<file path="src/rtl/mem_arb_pkg.sv">
// Shared types and constants for the two-port block-RAM arbiter.
// Optional build macro used by this slice: MEM_ARB_TIMEOUT_EN.
package mem_arb_pkg;

    localparam int DEF_ADDR_W = 10;
    localparam int DEF_DATA_W = 20;

    localparam logic PORT_I = 1'b0;
    localparam logic PORT_D = 1'b1;

    typedef enum logic [1:0] {
        IDLE = 2'd0,
        BUSY = 2'd1,
        RESP = 2'd2
    } arb_state_t;

endpackage

</file>
<file path="src/rtl/mem_arbiter_if.sv">
// Bus bundle between the two cache requesters, the arbiter and the block RAM.
// slave = arbiter view; master = requesters plus RAM (the arbiter's environment).
interface mem_arbiter_if
    import mem_arb_pkg::*;
#(
    parameter int ADDR_W = DEF_ADDR_W,
    parameter int DATA_W = DEF_DATA_W
);

    // Handshake: a port holds req (and rw/addr/wdata) stable until it samples
    // ready=1, then drops req on that same edge; ready is a one-cycle pulse and
    // rdata is valid while it is high. Toward the RAM, mem_req holds with stable
    // mem_rw/mem_addr/mem_wdata until one mem_ready pulse carries mem_rdata.
    logic              p0_req;
    logic              p0_rw;
    logic [ADDR_W-1:0] p0_addr;
    logic [DATA_W-1:0] p0_wdata;
    logic              p0_ready;
    logic [DATA_W-1:0] p0_rdata;

    logic              p1_req;
    logic              p1_rw;
    logic [ADDR_W-1:0] p1_addr;
    logic [DATA_W-1:0] p1_wdata;
    logic              p1_ready;
    logic [DATA_W-1:0] p1_rdata;

    logic              mem_req;
    logic              mem_rw;
    logic [ADDR_W-1:0] mem_addr;
    logic [DATA_W-1:0] mem_wdata;
    logic [DATA_W-1:0] mem_rdata;
    logic              mem_ready;

    logic              err;

    modport slave (
        input  p0_req, p0_rw, p0_addr, p0_wdata,
        input  p1_req, p1_rw, p1_addr, p1_wdata,
        input  mem_rdata, mem_ready,
        output p0_ready, p0_rdata, p1_ready, p1_rdata,
        output mem_req, mem_rw, mem_addr, mem_wdata, err
    );

    modport master (
        output p0_req, p0_rw, p0_addr, p0_wdata,
        output p1_req, p1_rw, p1_addr, p1_wdata,
        output mem_rdata, mem_ready,
        input  p0_ready, p0_rdata, p1_ready, p1_rdata,
        input  mem_req, mem_rw, mem_addr, mem_wdata, err
    );

endinterface

</file>
<file path="src/rtl/rr_arb2.sv">
// Two-requester round-robin grant selection; purely combinational.
// The last_grant register is owned by the parent.
module rr_arb2
    import mem_arb_pkg::*;
(
    input  logic req0,
    input  logic req1,
    input  logic last_grant,
    output logic grant,
    output logic any_req
);

    always_comb begin
        any_req = req0 | req1;
        grant   = PORT_I;
        // On a tie the port that was not served last time wins.
        if (req0 && req1) begin
            grant = ~last_grant;
        end else if (req1) begin
            grant = PORT_D;
        end
    end

endmodule

</file>
<file path="src/rtl/mem_arbiter.sv">
// Round-robin arbiter sharing one block RAM between the I-side and D-side ports.
// Define MEM_ARB_TIMEOUT_EN to abort RAM accesses that exceed TIMEOUT cycles.
module mem_arbiter
    import mem_arb_pkg::*;
#(
    parameter int ADDR_W  = DEF_ADDR_W,
    parameter int DATA_W  = DEF_DATA_W,
    parameter int TIMEOUT = 64
) (
    input  logic         clk,
    input  logic         rst,
    mem_arbiter_if.slave bus,
    output arb_state_t   state_dbg
);

    arb_state_t        state, state_nxt;
    logic              grant_q, grant_nxt;
    logic              last_q, last_nxt;
    logic              mem_req_q, mem_req_nxt;
    logic              mem_rw_q, mem_rw_nxt;
    logic [ADDR_W-1:0] mem_addr_q, mem_addr_nxt;
    logic [DATA_W-1:0] mem_wdata_q, mem_wdata_nxt;
    logic [DATA_W-1:0] p0_rdata_q, p0_rdata_nxt;
    logic [DATA_W-1:0] p1_rdata_q, p1_rdata_nxt;
    logic              p0_ready_q, p0_ready_nxt;
    logic              p1_ready_q, p1_ready_nxt;
    logic              complete;
    logic [DATA_W-1:0] complete_data;
    logic              arb_grant;
    logic              arb_any;

    rr_arb2 u_rr_arb2 (
        .req0       (bus.p0_req),
        .req1       (bus.p1_req),
        .last_grant (last_q),
        .grant      (arb_grant),
        .any_req    (arb_any)
    );

`ifdef MEM_ARB_TIMEOUT_EN
    localparam int CNT_W = (TIMEOUT > 1) ? $clog2(TIMEOUT) : 1;

    logic [CNT_W-1:0] tmo_cnt;
    logic             tmo_hit;
    logic             err_q, err_nxt;

    // Zero whenever not BUSY, so each BUSY stint starts counting from 0.
    always_ff @(posedge clk) begin
        if (rst || state != BUSY) begin
            tmo_cnt <= '0;
        end else begin
            tmo_cnt <= tmo_cnt + 1'b1;
        end
    end

    assign tmo_hit = (state == BUSY) && (tmo_cnt == CNT_W'(TIMEOUT - 1));

    always_ff @(posedge clk) begin
        if (rst) begin
            err_q <= 1'b0;
        end else begin
            err_q <= err_nxt;
        end
    end

    assign bus.err = err_q;
`else
    logic unused_timeout;
    assign unused_timeout = (TIMEOUT != 0);
    assign bus.err        = 1'b0;
`endif

    always_ff @(posedge clk) begin
        if (rst) begin
            state       <= IDLE;
            grant_q     <= PORT_I;
            last_q      <= PORT_D;
            mem_req_q   <= 1'b0;
            mem_rw_q    <= 1'b0;
            mem_addr_q  <= '0;
            mem_wdata_q <= '0;
            p0_rdata_q  <= '0;
            p1_rdata_q  <= '0;
            p0_ready_q  <= 1'b0;
            p1_ready_q  <= 1'b0;
        end else begin
            state       <= state_nxt;
            grant_q     <= grant_nxt;
            last_q      <= last_nxt;
            mem_req_q   <= mem_req_nxt;
            mem_rw_q    <= mem_rw_nxt;
            mem_addr_q  <= mem_addr_nxt;
            mem_wdata_q <= mem_wdata_nxt;
            p0_rdata_q  <= p0_rdata_nxt;
            p1_rdata_q  <= p1_rdata_nxt;
            p0_ready_q  <= p0_ready_nxt;
            p1_ready_q  <= p1_ready_nxt;
        end
    end

    always_comb begin
        state_nxt     = state;
        grant_nxt     = grant_q;
        last_nxt      = last_q;
        mem_req_nxt   = mem_req_q;
        mem_rw_nxt    = mem_rw_q;
        mem_addr_nxt  = mem_addr_q;
        mem_wdata_nxt = mem_wdata_q;
        p0_rdata_nxt  = p0_rdata_q;
        p1_rdata_nxt  = p1_rdata_q;
        p0_ready_nxt  = 1'b0;
        p1_ready_nxt  = 1'b0;
        complete      = 1'b0;
        complete_data = '0;
`ifdef MEM_ARB_TIMEOUT_EN
        err_nxt       = 1'b0;
`endif

        case (state)
            IDLE: begin
                if (arb_any) begin
                    state_nxt     = BUSY;
                    grant_nxt     = arb_grant;
                    last_nxt      = arb_grant;
                    mem_req_nxt   = 1'b1;
                    mem_rw_nxt    = (arb_grant == PORT_D) ? bus.p1_rw    : bus.p0_rw;
                    mem_addr_nxt  = (arb_grant == PORT_D) ? bus.p1_addr  : bus.p0_addr;
                    mem_wdata_nxt = (arb_grant == PORT_D) ? bus.p1_wdata : bus.p0_wdata;
                end
            end
            BUSY: begin
                // A RAM answer in the expiry cycle still counts as a normal completion.
                if (bus.mem_ready) begin
                    complete      = 1'b1;
                    complete_data = bus.mem_rdata;
                end
`ifdef MEM_ARB_TIMEOUT_EN
                else if (tmo_hit) begin
                    complete = 1'b1;
                    err_nxt  = 1'b1;
                end
`endif
            end
            RESP: begin
                state_nxt = IDLE;
            end
            default: begin
                state_nxt = IDLE;
            end
        endcase

        if (complete) begin
            state_nxt   = RESP;
            mem_req_nxt = 1'b0;
            if (grant_q == PORT_D) begin
                p1_rdata_nxt = complete_data;
                p1_ready_nxt = 1'b1;
            end else begin
                p0_rdata_nxt = complete_data;
                p0_ready_nxt = 1'b1;
            end
        end
    end

    assign bus.mem_req   = mem_req_q;
    assign bus.mem_rw    = mem_rw_q;
    assign bus.mem_addr  = mem_addr_q;
    assign bus.mem_wdata = mem_wdata_q;
    assign bus.p0_rdata  = p0_rdata_q;
    assign bus.p1_rdata  = p1_rdata_q;
    assign bus.p0_ready  = p0_ready_q;
    assign bus.p1_ready  = p1_ready_q;
    assign state_dbg     = state;

endmodule
</file>
<file path="src/flat_wrapper.sv">
// flat-port wrapper written by rule: the top's interface ports become plain ports
module mem_arbiter_flat import mem_arb_pkg::*;
#(
    parameter int ADDR_W  = DEF_ADDR_W,
    parameter int DATA_W  = DEF_DATA_W,
    parameter int TIMEOUT = 64
)
  (clk, rst, state_dbg, bus_p0_req, bus_p0_rw, bus_p0_addr, bus_p0_wdata, bus_p1_req, bus_p1_rw, bus_p1_addr, bus_p1_wdata, bus_mem_rdata, bus_mem_ready, bus_p0_ready, bus_p0_rdata, bus_p1_ready, bus_p1_rdata, bus_mem_req, bus_mem_rw, bus_mem_addr, bus_mem_wdata, bus_err);
  mem_arbiter_if #(.ADDR_W(ADDR_W), .DATA_W(DATA_W)) bus_i ();
  input  logic clk;
  input  logic rst;
  output arb_state_t state_dbg;
  input wire logic [$bits(bus_i.p0_req)-1:0] bus_p0_req;
  input wire logic [$bits(bus_i.p0_rw)-1:0] bus_p0_rw;
  input wire logic [$bits(bus_i.p0_addr)-1:0] bus_p0_addr;
  input wire logic [$bits(bus_i.p0_wdata)-1:0] bus_p0_wdata;
  input wire logic [$bits(bus_i.p1_req)-1:0] bus_p1_req;
  input wire logic [$bits(bus_i.p1_rw)-1:0] bus_p1_rw;
  input wire logic [$bits(bus_i.p1_addr)-1:0] bus_p1_addr;
  input wire logic [$bits(bus_i.p1_wdata)-1:0] bus_p1_wdata;
  input wire logic [$bits(bus_i.mem_rdata)-1:0] bus_mem_rdata;
  input wire logic [$bits(bus_i.mem_ready)-1:0] bus_mem_ready;
  output wire logic [$bits(bus_i.p0_ready)-1:0] bus_p0_ready;
  output wire logic [$bits(bus_i.p0_rdata)-1:0] bus_p0_rdata;
  output wire logic [$bits(bus_i.p1_ready)-1:0] bus_p1_ready;
  output wire logic [$bits(bus_i.p1_rdata)-1:0] bus_p1_rdata;
  output wire logic [$bits(bus_i.mem_req)-1:0] bus_mem_req;
  output wire logic [$bits(bus_i.mem_rw)-1:0] bus_mem_rw;
  output wire logic [$bits(bus_i.mem_addr)-1:0] bus_mem_addr;
  output wire logic [$bits(bus_i.mem_wdata)-1:0] bus_mem_wdata;
  output wire logic [$bits(bus_i.err)-1:0] bus_err;
  assign bus_i.p0_req = bus_p0_req;
  assign bus_i.p0_rw = bus_p0_rw;
  assign bus_i.p0_addr = bus_p0_addr;
  assign bus_i.p0_wdata = bus_p0_wdata;
  assign bus_i.p1_req = bus_p1_req;
  assign bus_i.p1_rw = bus_p1_rw;
  assign bus_i.p1_addr = bus_p1_addr;
  assign bus_i.p1_wdata = bus_p1_wdata;
  assign bus_i.mem_rdata = bus_mem_rdata;
  assign bus_i.mem_ready = bus_mem_ready;
  assign bus_p0_ready = bus_i.p0_ready;
  assign bus_p0_rdata = bus_i.p0_rdata;
  assign bus_p1_ready = bus_i.p1_ready;
  assign bus_p1_rdata = bus_i.p1_rdata;
  assign bus_mem_req = bus_i.mem_req;
  assign bus_mem_rw = bus_i.mem_rw;
  assign bus_mem_addr = bus_i.mem_addr;
  assign bus_mem_wdata = bus_i.mem_wdata;
  assign bus_err = bus_i.err;
  mem_arbiter #(.ADDR_W(ADDR_W), .DATA_W(DATA_W), .TIMEOUT(TIMEOUT)) u_core (.clk(clk), .rst(rst), .bus(bus_i), .state_dbg(state_dbg));
endmodule
</file>
<file path="config.mk">
export PLATFORM = sky130hd
export DESIGN_NAME = mem_arbiter_flat
export DESIGN_NICKNAME = d
export VERILOG_FILES = /design/src/rtl/mem_arb_pkg.sv /design/src/rtl/mem_arbiter_if.sv /design/src/rtl/rr_arb2.sv /design/src/rtl/mem_arbiter.sv /design/src/flat_wrapper.sv
export SDC_FILE = /design/constraint.sdc
export NUM_CORES = 1
export LEC_CHECK = 0
export ABC_AREA = 1
export BUFFER_PORTS_ARGS = -buffer_cell sky130_fd_sc_hd__buf_2
export CELL_PAD_IN_SITES_DETAIL_PLACEMENT = 2
export CELL_PAD_IN_SITES_GLOBAL_PLACEMENT = 2
export CORE_MARGIN = 8
export CORE_UTILIZATION = 22
export CTS_CLUSTER_DIAMETER = 40
export DETAILED_ROUTE_END_ITERATION = 10
export PLACE_DENSITY_LB_ADDON = 0.1
export SLEW_MARGIN = 25
export SYNTH_ARGS = -nofsm -noshare
export SYNTH_HDL_FRONTEND = slang
export SYNTH_SLANG_ARGS = --single-unit
</file>
<file path="constraint.sdc">
create_clock -name clk -period 1.5 [get_ports clk]
set_input_delay 0.3 -clock clk [delete_from_list [all_inputs] [get_ports clk]]
set_output_delay 0.3 -clock clk [all_outputs]
set_load 0.005 [all_outputs]
</file>
Word level (Yosys, flattened, before mapping)
Index checks and enable logic that the tools add are counted.
Widths: inputs -> output; s select.
{ "totals": {"mem_count": 0, "latchBits": 0, "inputBits": 87, "ram_bits": 0, "out_inout_bits": 77, "romBits": 0, "reg_bits": 78} }
{ "classes": {"muxes": 14, "n_div": 0, "bitwise_logic": 5, "eq_ne": 4, "n_reduce_logical": 9, "order_cmp": 0, "mul": 0, "n_addsub": 0, "shift": 0} }
{ "op_table": {"columns": ["operator", "n"], "rows": [
  ["$mux 20", 3],
  ["$mux 10", 1],
  ["$reduce_and 2->1", 5],
  ["$mux 1", 7],
  ["$mux 2", 2],
  ["$ne 2x1->1 const B", 2],
  ["$not 1->1", 4],
  ["$pmux 2 s2", 1],
  ["$reduce_or 2->1", 2],
  ["$ne 3x1->1 const B", 1],
  ["$eq 2x1->1 const B", 1],
  ["$logic_not 2->1", 1],
  ["$logic_and 1x1->1", 1],
  ["$or 1x1->1", 1]
]} }

Depth between registers and ports, before layout
Gate-level depths: netlist of the first run.
{ "depth": {"word_depth": 4, "depth_mapped": 7} }

Hierarchy
From an unflattened synthesis of the first run, not the netlist that was laid out.
{ "unflattened": {"cells_unflattened": 520, "area_unflattened_um2": 3362.0} }
{ "modules_own_cells": {"columns": ["mod", "seq_area_each_um2", "cells_per_inst", "area_each_um2", "n_inst"], "rows": [
  ["mem_arbiter", 1561.5, 517, 3347.0, 1],
  ["rr_arb2", 0.0, 3, 15.0, 1]
]} }

Worst setup path after synthesis of the first run
No wires, ideal clock.
{ "synth_path": {"path_kind": "flip-flop to flip-flop", "start": "register u_core.state[0] (netlist: u_core.state_dbg[0])", "end": "register u_core.mem_addr_q[0] (netlist: u_core.bus.mem_addr[0])", "arrival_time_ns": 0.956, "setup_slack_ns": 0.432, "n_path_buf": 1, "path_stages_with_launch": 8, "synth_period_minus_slack_ns": 1.068, "setup_time_ns": 0.111, "t_required_ns": 1.389, "cell_sequence": "dfxtp_1 > inv_1 > nand2_1 > nor2_4 > buf_2 > nand2_1 > nor2_1 > nor2_1"} }
{ "synth_via": {"elab_chain_len": 2} }
{ "synth_rtl": {"columns": ["element", "line", "text"], "rows": [
  ["start: declaration", "mem_arbiter.sv:16", "arb_state_t state, state_nxt;"],
  ["start signal: assignment", "mem_arbiter.sv:87", "state <= state_nxt;"],
  ["$logic_not 2->1", "mem_arbiter.sv:119", "case (state)"],
  ["$reduce_and 2->1 (no line)", null, null],
  ["end signal: assignment", "mem_arbiter.sv:92", "mem_addr_q <= mem_addr_nxt;"],
  ["end: declaration", "mem_arbiter.sv:21", "logic [ADDR_W-1:0] mem_addr_q, mem_addr_nxt;"]
]} }
No other way between the ends.
A chain may end at the register's enable or synchronous reset.

Final worst setup path of the first run
{ "layout_path": {"start": "register u_core.state[0] (netlist: u_core.state_dbg[0])", "end": "output state_dbg[0]"} }
{ "layout_rtl": {"columns": ["element", "line", "text"], "rows": [
  ["end: declaration", "flat_wrapper.sv:12", "output arb_state_t state_dbg;"]
]} }
No word-level cell between the ends.

==> results of run 1 <==
[report_power, final]
group	switching, mW	leakage, nW	internal (mW)
clock	0.919	0.151	1.50
sequential	0.105	0.640	2.26
combinational	0.662	2.25	0.470
total	1.69	3.04	4.22
[routing by layer]
layer | track usage | vias up | wire, microns
met5 | 0 | - | 0
met3 | 0.0333 | 10 | 814
met4 | 0.0493 | 0 | 181
met2 | 0.228 | 92 | 6490
met1 | 0.150 | 1886 | 5780
li1 | - | 2029 | -
[stage by stage]
step	hold WS [ns]	cell area (sq um)
after global routing	0.165	5020
final	0.169	5020
after CTS	0.154	5020
after global placement	0.448	4700
after detailed placement	0.471	4700
after floorplan	0.369	3620
[final cells by class]
class | instances | area [sq um] | share of cell area
flip-flops and latches | 78 | 1560 | 0.311
multi-input cells | 400 | 1530 | 0.304
repair buffers | 172 | 936 | 0.186
inverters | 106 | 398 | 0.0792
well taps | 220 | 275 | 0.0548
clock buffers | 10 | 239 | 0.0476
clock inverters | 5 | 83.8 | 0.0167
[final timing paths]
kind / depth (start not counted) / slack (ns) / end / start
worst max-delay path: 1 / 0.24 / state_dbg[0] / u_core.state_dbg[0]
worst min-delay path: 3 / 0.17 / u_core.bus.p0_rdata[4] / bus_mem_rdata[4]
worst max register to register: 6 / 0.26 / u_core.bus.p1_rdata[13] / u_core.state_dbg[1]
worst min register to register: 2 / 0.47 / u_core.bus.p0_rdata[4] / u_core.bus.p0_rdata[4]
[sequential cells by signal, indices dropped and copies added, names as in the netlist]
| register | cells |
|---|---|
| u_core.bus.mem_addr | 10 |
| u_core.bus.mem_req | 1 |
| u_core.bus.mem_rw | 1 |
| u_core.bus.mem_wdata | 20 |
| u_core.bus.p0_rdata | 20 |
| u_core.bus.p0_ready | 1 |
| u_core.bus.p1_rdata | 20 |
| u_core.bus.p1_ready | 1 |
| u_core.grant_q | 1 |
| u_core.last_q | 1 |
| u_core.state_dbg | 2 |
[logic make-up after synthesis]
family,Yosys count,share of synthesized area
AO/OA/AOI/OAI,3,0.00519
buffers and inverters,134,0.146
flip-flops,78,0.432
other,1,0.00104
AND/OR/NAND/NOR,396,0.416
[synth_stat cells]
master and count:
a21oi_1 2, buf_2 15, buf_4 2, clkbuf_1 11, conb_1 1, dfxtp_1 78
inv_1 104, inv_2 2, nand2_1 211, nand2_2 1, nand3_1 3, nand4_1 2
nor2_1 178, nor2_4 1, o21ai_2 1
==> results.ini, run 1 <==
[global_routing]
grt_overflow=0
grt_pass1_wl_microns=21300
antenna_found_initial=0
grt_start_max_net_pins=48
grt_pass1_vias=4386
grt_use_total=0.131

[clocking]
cts_buffers=9
cts_buffer_depth=2
clk_latency_ns=0.35
cts_resized=0
hold_buffers=0
cts_setup_buffers=0
cts_tree=done
h-tree-depth=3
clkSlewWorstSetupHoldPaths_ns=0.06
root_buffer=clkbuf_16
cts_num_sinks=78

[drt]
wl_microns=13300
drc_errors=0
dr.first_iter.drc_count=70
ant_nets=0
drtPass1Iterations=4
vias=4017
wl_per_cell_microns=13.4
via_per_inst=4.05

[finish]
diodes=0
final_common_cell=nand2_1
layout_common_cells=211 x nand2_1, 178 x nor2_1, 162 x buf_2
n_fill_cell=2101
area_growth_pct=38.8
fin_cells=991
utilization=0.307
drive_above_1_share=0.249
nNetsFinal=854

[synthesis]
synth_seq_cells=78
synth_cell_types=15
synth.cell_area_sq_mm=0.00362
ys_seq_area_frac=0.432
yosysTopAreaCell=dfxtp_1
yosysTopAreaCellShare=0.432
syn_avg_cell_area_sq_um=5.91
synth_cells=612
synth_nets=699
synth_area_leaders=dfxtp_1 43%, nand2_1 22%, nor2_1 18%
yosysWarnings=0

[placement]
gp_congestion=0.704
port_buffers=162
hpwl_microns=10200
dpl.cell_count=976
dp_slack_ns=0.174

[setup_path]
critPathSlowestCell=dfxtp_1
worst_setup_path_start_kind=flip-flop
path_buf_inv=1
cp.required_ns=1.20
cp_slowest_stage_delay_ns=0.45
crit_path_end_kind=output port
cp_max_fo=7
crit_chain=buf_2
arrival_ns=0.96
critical_path_class=reg2out
critPathTopFamily=flip-flops

[timing]
finalHoldViolCount=0
drv_slew=0
fin_tns_setup_ns=0
max_freq_mhz=796
min_period_over_period=0.837
finalSetupViolCount=0
rsz0062_at_grt=false
min_period_ns=1.26
finalClockSkew_ns=0.00864
fin_ws_ns=0.244

[floorplanning]
initial_utilization=0.221
die-area_sq_mm=0.0208
pin_count=164
design.core.area_sq_mm=0.0163
rows=47
die_h_microns=144
fp.dieW_microns=144

[pwr]
powerDensity_mw_per_mm2=1180
power.total_mw=5.91
ir_drop_uv=477
leakagePower_nw=3.04

[worst_hold_path]
hp-class=in2reg

[outcome]
status=finished clean

[flow_run]
maxCapViolations=0

No activity file was read; power rests on OpenSTA's default activity.
==> run 2: changes to the inputs <==
==> constraint.sdc (replaced) <==
create_clock -name clk -period 1.24 [get_ports clk]
set_input_delay 0.248 -clock clk [delete_from_list [all_inputs] [get_ports clk]]
set_output_delay 0.248 -clock clk [all_outputs]
set_load 0.005 [all_outputs]
==> results.ini, run 2 (synthesis gave the netlist of run 1 again) <==
[clocking]
cts_buffers=9
clkSlewWorstSetupHoldPaths_ns=0.06
clk_latency_ns=0.35
h-tree-depth=3
cts_buffer_depth=2
root_buffer=clkbuf_16
cts_num_sinks=78
cts_tree=done
hold_buffers=0

[setup_path]
path_buf_inv=3
cp_max_fo=6
critPathTopFamily=simple AND/OR/NAND/NOR gates
r2r_start=u_core.state_dbg[1]
critical_path_class=reg2reg
cp_slowest_stage_delay_ns=0.33
cp_common_cell=nor2_1
crit_chain=inv_2, nand2_2, nor2_4, buf_12, buf_6, nand2_1, nor2_1, nor2_1
critPathSlowestCell=dfxtp_2
worstSetupStartpoint=u_core.state_dbg[1]
arrival_ns=1.46
cp.required_ns=1.48
worst_setup_path_start_kind=flip-flop
crit_path_end_kind=flip-flop

[drt]
wl_microns=14200
ant_nets=0
drc_errors=0
vias=4057
via_per_inst=4.05
drtPass1Iterations=4
wl_per_cell_microns=14.2
dr.first_iter.drc_count=112

[pwr]
ir_drop_uv=660
leakagePower_nw=3.16
powerDensity_mw_per_mm2=1440

[finish]
final_area_sq_mm=0.00531
nNetsFinal=864
area_growth_pct=46.7
layout_common_cells=202 x nand2_1, 170 x nor2_1, 162 x buf_2
fin_cells=1001
multi_input_area_sq_mm=0.00158
n_fill_cell=2055
diodes=0
drive_above_1_share=0.284
final_common_cell=nand2_1
layout.area.seq_sq_mm=0.00156

[placement]
gp_congestion=0.716
dpl.cell_count=978
port_buffers=162
hpwl_microns=10600
dpl_cell_area_sq_mm=0.00476

[floorplanning]
pin_count=164
fp.dieW_microns=144
design.core.area_sq_mm=0.0163
die_h_microns=144
die-area_sq_mm=0.0208
rows=47
initial_utilization=0.221

[global_routing]
antenna_found_initial=0
grt_pass1_wl_microns=21800
grt_use_total=0.135
grt_overflow=0
grt_pass1_vias=4529
grt_start_max_net_pins=47

[timing]
finalHoldViolCount=0
min_period_ns=1.22
fin_tns_setup_ns=0
max_freq_mhz=818
min_period_over_period=0.986
rsz0062_at_grt=true
finalSetupViolCount=0
drv_slew=0
finalClockSkew_ns=0.00579

[flow_run]
maxCapViolations=0

[worst_hold_path]
hp-class=in2reg
hp-start=bus_mem_rdata[4]

[outcome]
status=finished clean

[run 2: area by class of cell]
| cell class | count | share of cell area |
|---|---|---|
| clock buffers | 10 | 0.0450 |
| multi-input cells | 400 | 0.298 |
| repair buffers | 182 | 0.215 |
| flip-flops and latches | 78 | 0.295 |
| clock inverters | 5 | 0.0200 |
| inverters | 106 | 0.0750 |
| well taps | 220 | 0.0519 |
[run 2: power by group]
group	total (mW)	internal [mW]	switching, mW
combinational	1.62	0.724	0.898
clock	3.14	2.02	1.13
sequential	2.85	2.73	0.121
total	7.62	5.48	2.14
[run 2: per-stage QoR]
stage	setup WS (ns)	hold WS (ns)	utilization	power [mW]
detailed placement	0.00559	0.466	0.291	4.39
CTS	0.0110	0.132	0.313	7.62
finish	0.0168	0.143	0.325	7.62
floorplan	0.172	0.317	-	3.66
global placement	0.0957	0.449	0.291	4.31
global route	-0.0664	0.143	0.325	8.10
[run 2: worst min-delay path, stage by stage]
cell	delay, ns
buf_2	0.11
nand2_1	0.05
nand2_1	0.05
[run 2: repair_timing]
| item | CTS | global route |
|---|---|---|
| cloned | 0 | 4 |
| pin swaps | 1 | 17 |
| gates resized for setup | 0 | 25 |
| setup endpoints to repair | 2 | 31 |
| setup buffers | 1 | 3 |
[run 2: path summary, 6_finish.rpt]
check                             end  slack, ns  cells after the start
max          u_core.bus.mem_wdata[19]       0.02                      8
min            u_core.bus.p0_rdata[4]       0.14                      3
max reg2reg  u_core.bus.mem_wdata[19]       0.02                      8
min reg2reg             u_core.last_q       0.47                      2
[run 2: metal layers]
| layer | GRT usage | part of all wire |
|---|---|---|
| met5 | 0 | 0 |
| met4 | 0.0526 | 0.015 |
| met3 | 0.0399 | 0.066 |
| met2 | 0.238 | 0.48 |
| met1 | 0.149 | 0.44 |
==> run 3: changes to the inputs <==
--- a/config.mk
+++ b/config.mk
@@ -9,12 +9,14 @@
 export BUFFER_PORTS_ARGS = -buffer_cell sky130_fd_sc_hd__buf_2
 export CELL_PAD_IN_SITES_DETAIL_PLACEMENT = 2
 export CELL_PAD_IN_SITES_GLOBAL_PLACEMENT = 2
+export CORE_ASPECT_RATIO = 0.9
 export CORE_MARGIN = 8
 export CORE_UTILIZATION = 22
 export CTS_CLUSTER_DIAMETER = 40
 export DETAILED_ROUTE_END_ITERATION = 10
 export PLACE_DENSITY_LB_ADDON = 0.1
-export SLEW_MARGIN = 25
+export SLEW_MARGIN = 20
 export SYNTH_ARGS = -nofsm -noshare
 export SYNTH_HDL_FRONTEND = slang
 export SYNTH_SLANG_ARGS = --single-unit
+export TNS_END_PERCENT = 20
==> results.ini, run 3 (synthesis gave the netlist of run 1 again) <==
[timing]
drv_slew=0
min_period_over_period=0.984
min_period_ns=1.22
rsz0062_at_grt=true
finalClockSkew_ns=0.00570
finalSetupViolCount=0
max_freq_mhz=820
finalHoldViolCount=0

[outcome]
status=finished clean

[setup_path]
critical_path_class=reg2out
cp_max_fo=6
arrival_ns=0.97
r2r_slack_ns=0.03
crit_path_end_kind=output port
r2r_cells=7
worst_setup_path_start_kind=flip-flop
cp.required_ns=0.99
worstSetupStartpoint=u_core.state_dbg[0]
r2r_start=u_core.state_dbg[1]
rr_endpoint=u_core.bus.p0_rdata[4]

[floorplanning]
fp.dieW_microns=151
die-area_sq_mm=0.0208
design.core.area_sq_mm=0.0161
rows=44
die_h_microns=138
pin_count=164
initial_utilization=0.224

[finish]
layout_common_cells=208 x nand2_1, 171 x nor2_1, 162 x buf_2
nNetsFinal=865
layout.area.seq_sq_mm=0.00157
final_common_cell=nand2_1
diodes=0
final_area_sq_mm=0.00521
n_fill_cell=1990
area_growth_pct=44.0
multi_input_area_sq_mm=0.00156
drive_above_1_share=0.277

[placement]
gp_congestion=0.753
port_buffers=162
hpwl_microns=10400
dpl_cell_area_sq_mm=0.00475

[global_routing]
grt_use_total=0.130
grt_pass1_vias=4310
grt_pass1_wl_microns=21200
grt_overflow=0
grt_start_max_net_pins=37
antenna_found_initial=0

[drt]
vias=3996
via_per_inst=4.04
wl_microns=14300
dr.first_iter.drc_count=88
drtPass1Iterations=4
drc_errors=0
wl_per_cell_microns=14.4
ant_nets=0

[clocking]
clk_latency_ns=0.34
clkSlewWorstSetupHoldPaths_ns=0.06
cts_buffers=9
hold_buffers=0
h-tree-depth=3
cts_buffer_depth=2
root_buffer=clkbuf_16
cts_tree=done
cts_num_sinks=78

[pwr]
ir_drop_uv=634
power.total_mw=6.91
powerDensity_mw_per_mm2=1330
leakagePower_nw=3.12

[worst_hold_path]
min_to=u_core.bus.p0_rdata[0]
hp-class=in2reg
whs_path_depth=3
hp-start=bus_mem_rdata[0]

[flow_run]
maxCapViolations=0

[run 3: cell count changes in the layout (fill, tap and decap cells not counted), sizes merged]
cell      delta
bufinv       -3
clkinvlp     +3
clkinv       +2
inv          -1
[run 3: critical path: stages (launching register included)]
cell	delay, ns
dfxtp_4	0.36
buf_4	0.13
buf_2	0.13
[run 3: layout make-up]
| type | count | share of cell area |
|---|---|---|
| inverters | 106 | 0.0768 |
| flip-flops and latches | 78 | 0.301 |
| repair buffers | 183 | 0.222 |
| well taps | 207 | 0.0497 |
| clock inverters | 6 | 0.00768 |
| clock buffers | 9 | 0.0432 |
| multi-input cells | 400 | 0.300 |
[run 3: per-layer routing]
layer / vias to the layer above / track usage / routed length, microns
met5: - / 0 / 0
met4: 0 / 0.0494 / 197
met3: 11 / 0.0365 / 870
met2: 87 / 0.225 / 6920
met1: 1841 / 0.150 / 6290
li1: 2057 / - / -
[run 3: per-stage QoR]
step	TNS [ns]	hold slack (ns)	util	instances	setup WS [ns]
2_1_floorplan	0	0.317	-	612	0.172
3_3_place_gp	0	0.450	0.295	966	0.0814
3_5_place_dp	0	0.464	0.295	966	0.0138
4_1_cts	0	0.133	0.311	981	0.00938
5_1_grt	-0.757	0.156	0.323	989	-0.0489
6_report	0	0.147	0.323	989	0.0201
[run 3: worst max-delay path by stage]
stage / to / slack, ns / cells after the start
3_3_place_gp: u_core.bus.p0_rdata[4] / 0.08 / 5
6_report: state_dbg[0] / 0.02 / 2
3_5_place_dp: u_core.bus.p0_rdata[4] / 0.01 / 5
2_1_floorplan: u_core.bus.mem_addr[0] / 0.17 / 7
5_1_grt: u_core.bus.mem_addr[3] / -0.05 / 8
4_1_cts: u_core.bus.mem_addr[8] / 0.009 / 7
[run 3: what timing repair did]
item	4_1_cts	5_1_grt
gates resized for setup	1	17
endpoints found under the setup margin	1	37
setup buffers	0	3
pin swaps	1	6
cloned	0	5
[run 3: where the power goes]
| group | internal, mW | leakage (nW) | switching [mW] |
|---|---|---|---|
| sequential | 2.73 | 0.641 | 0.122 |
| clock | 1.34 | 0.119 | 1.11 |
| combinational | 0.725 | 2.36 | 0.883 |
| total | 4.79 | 3.12 | 2.12 |
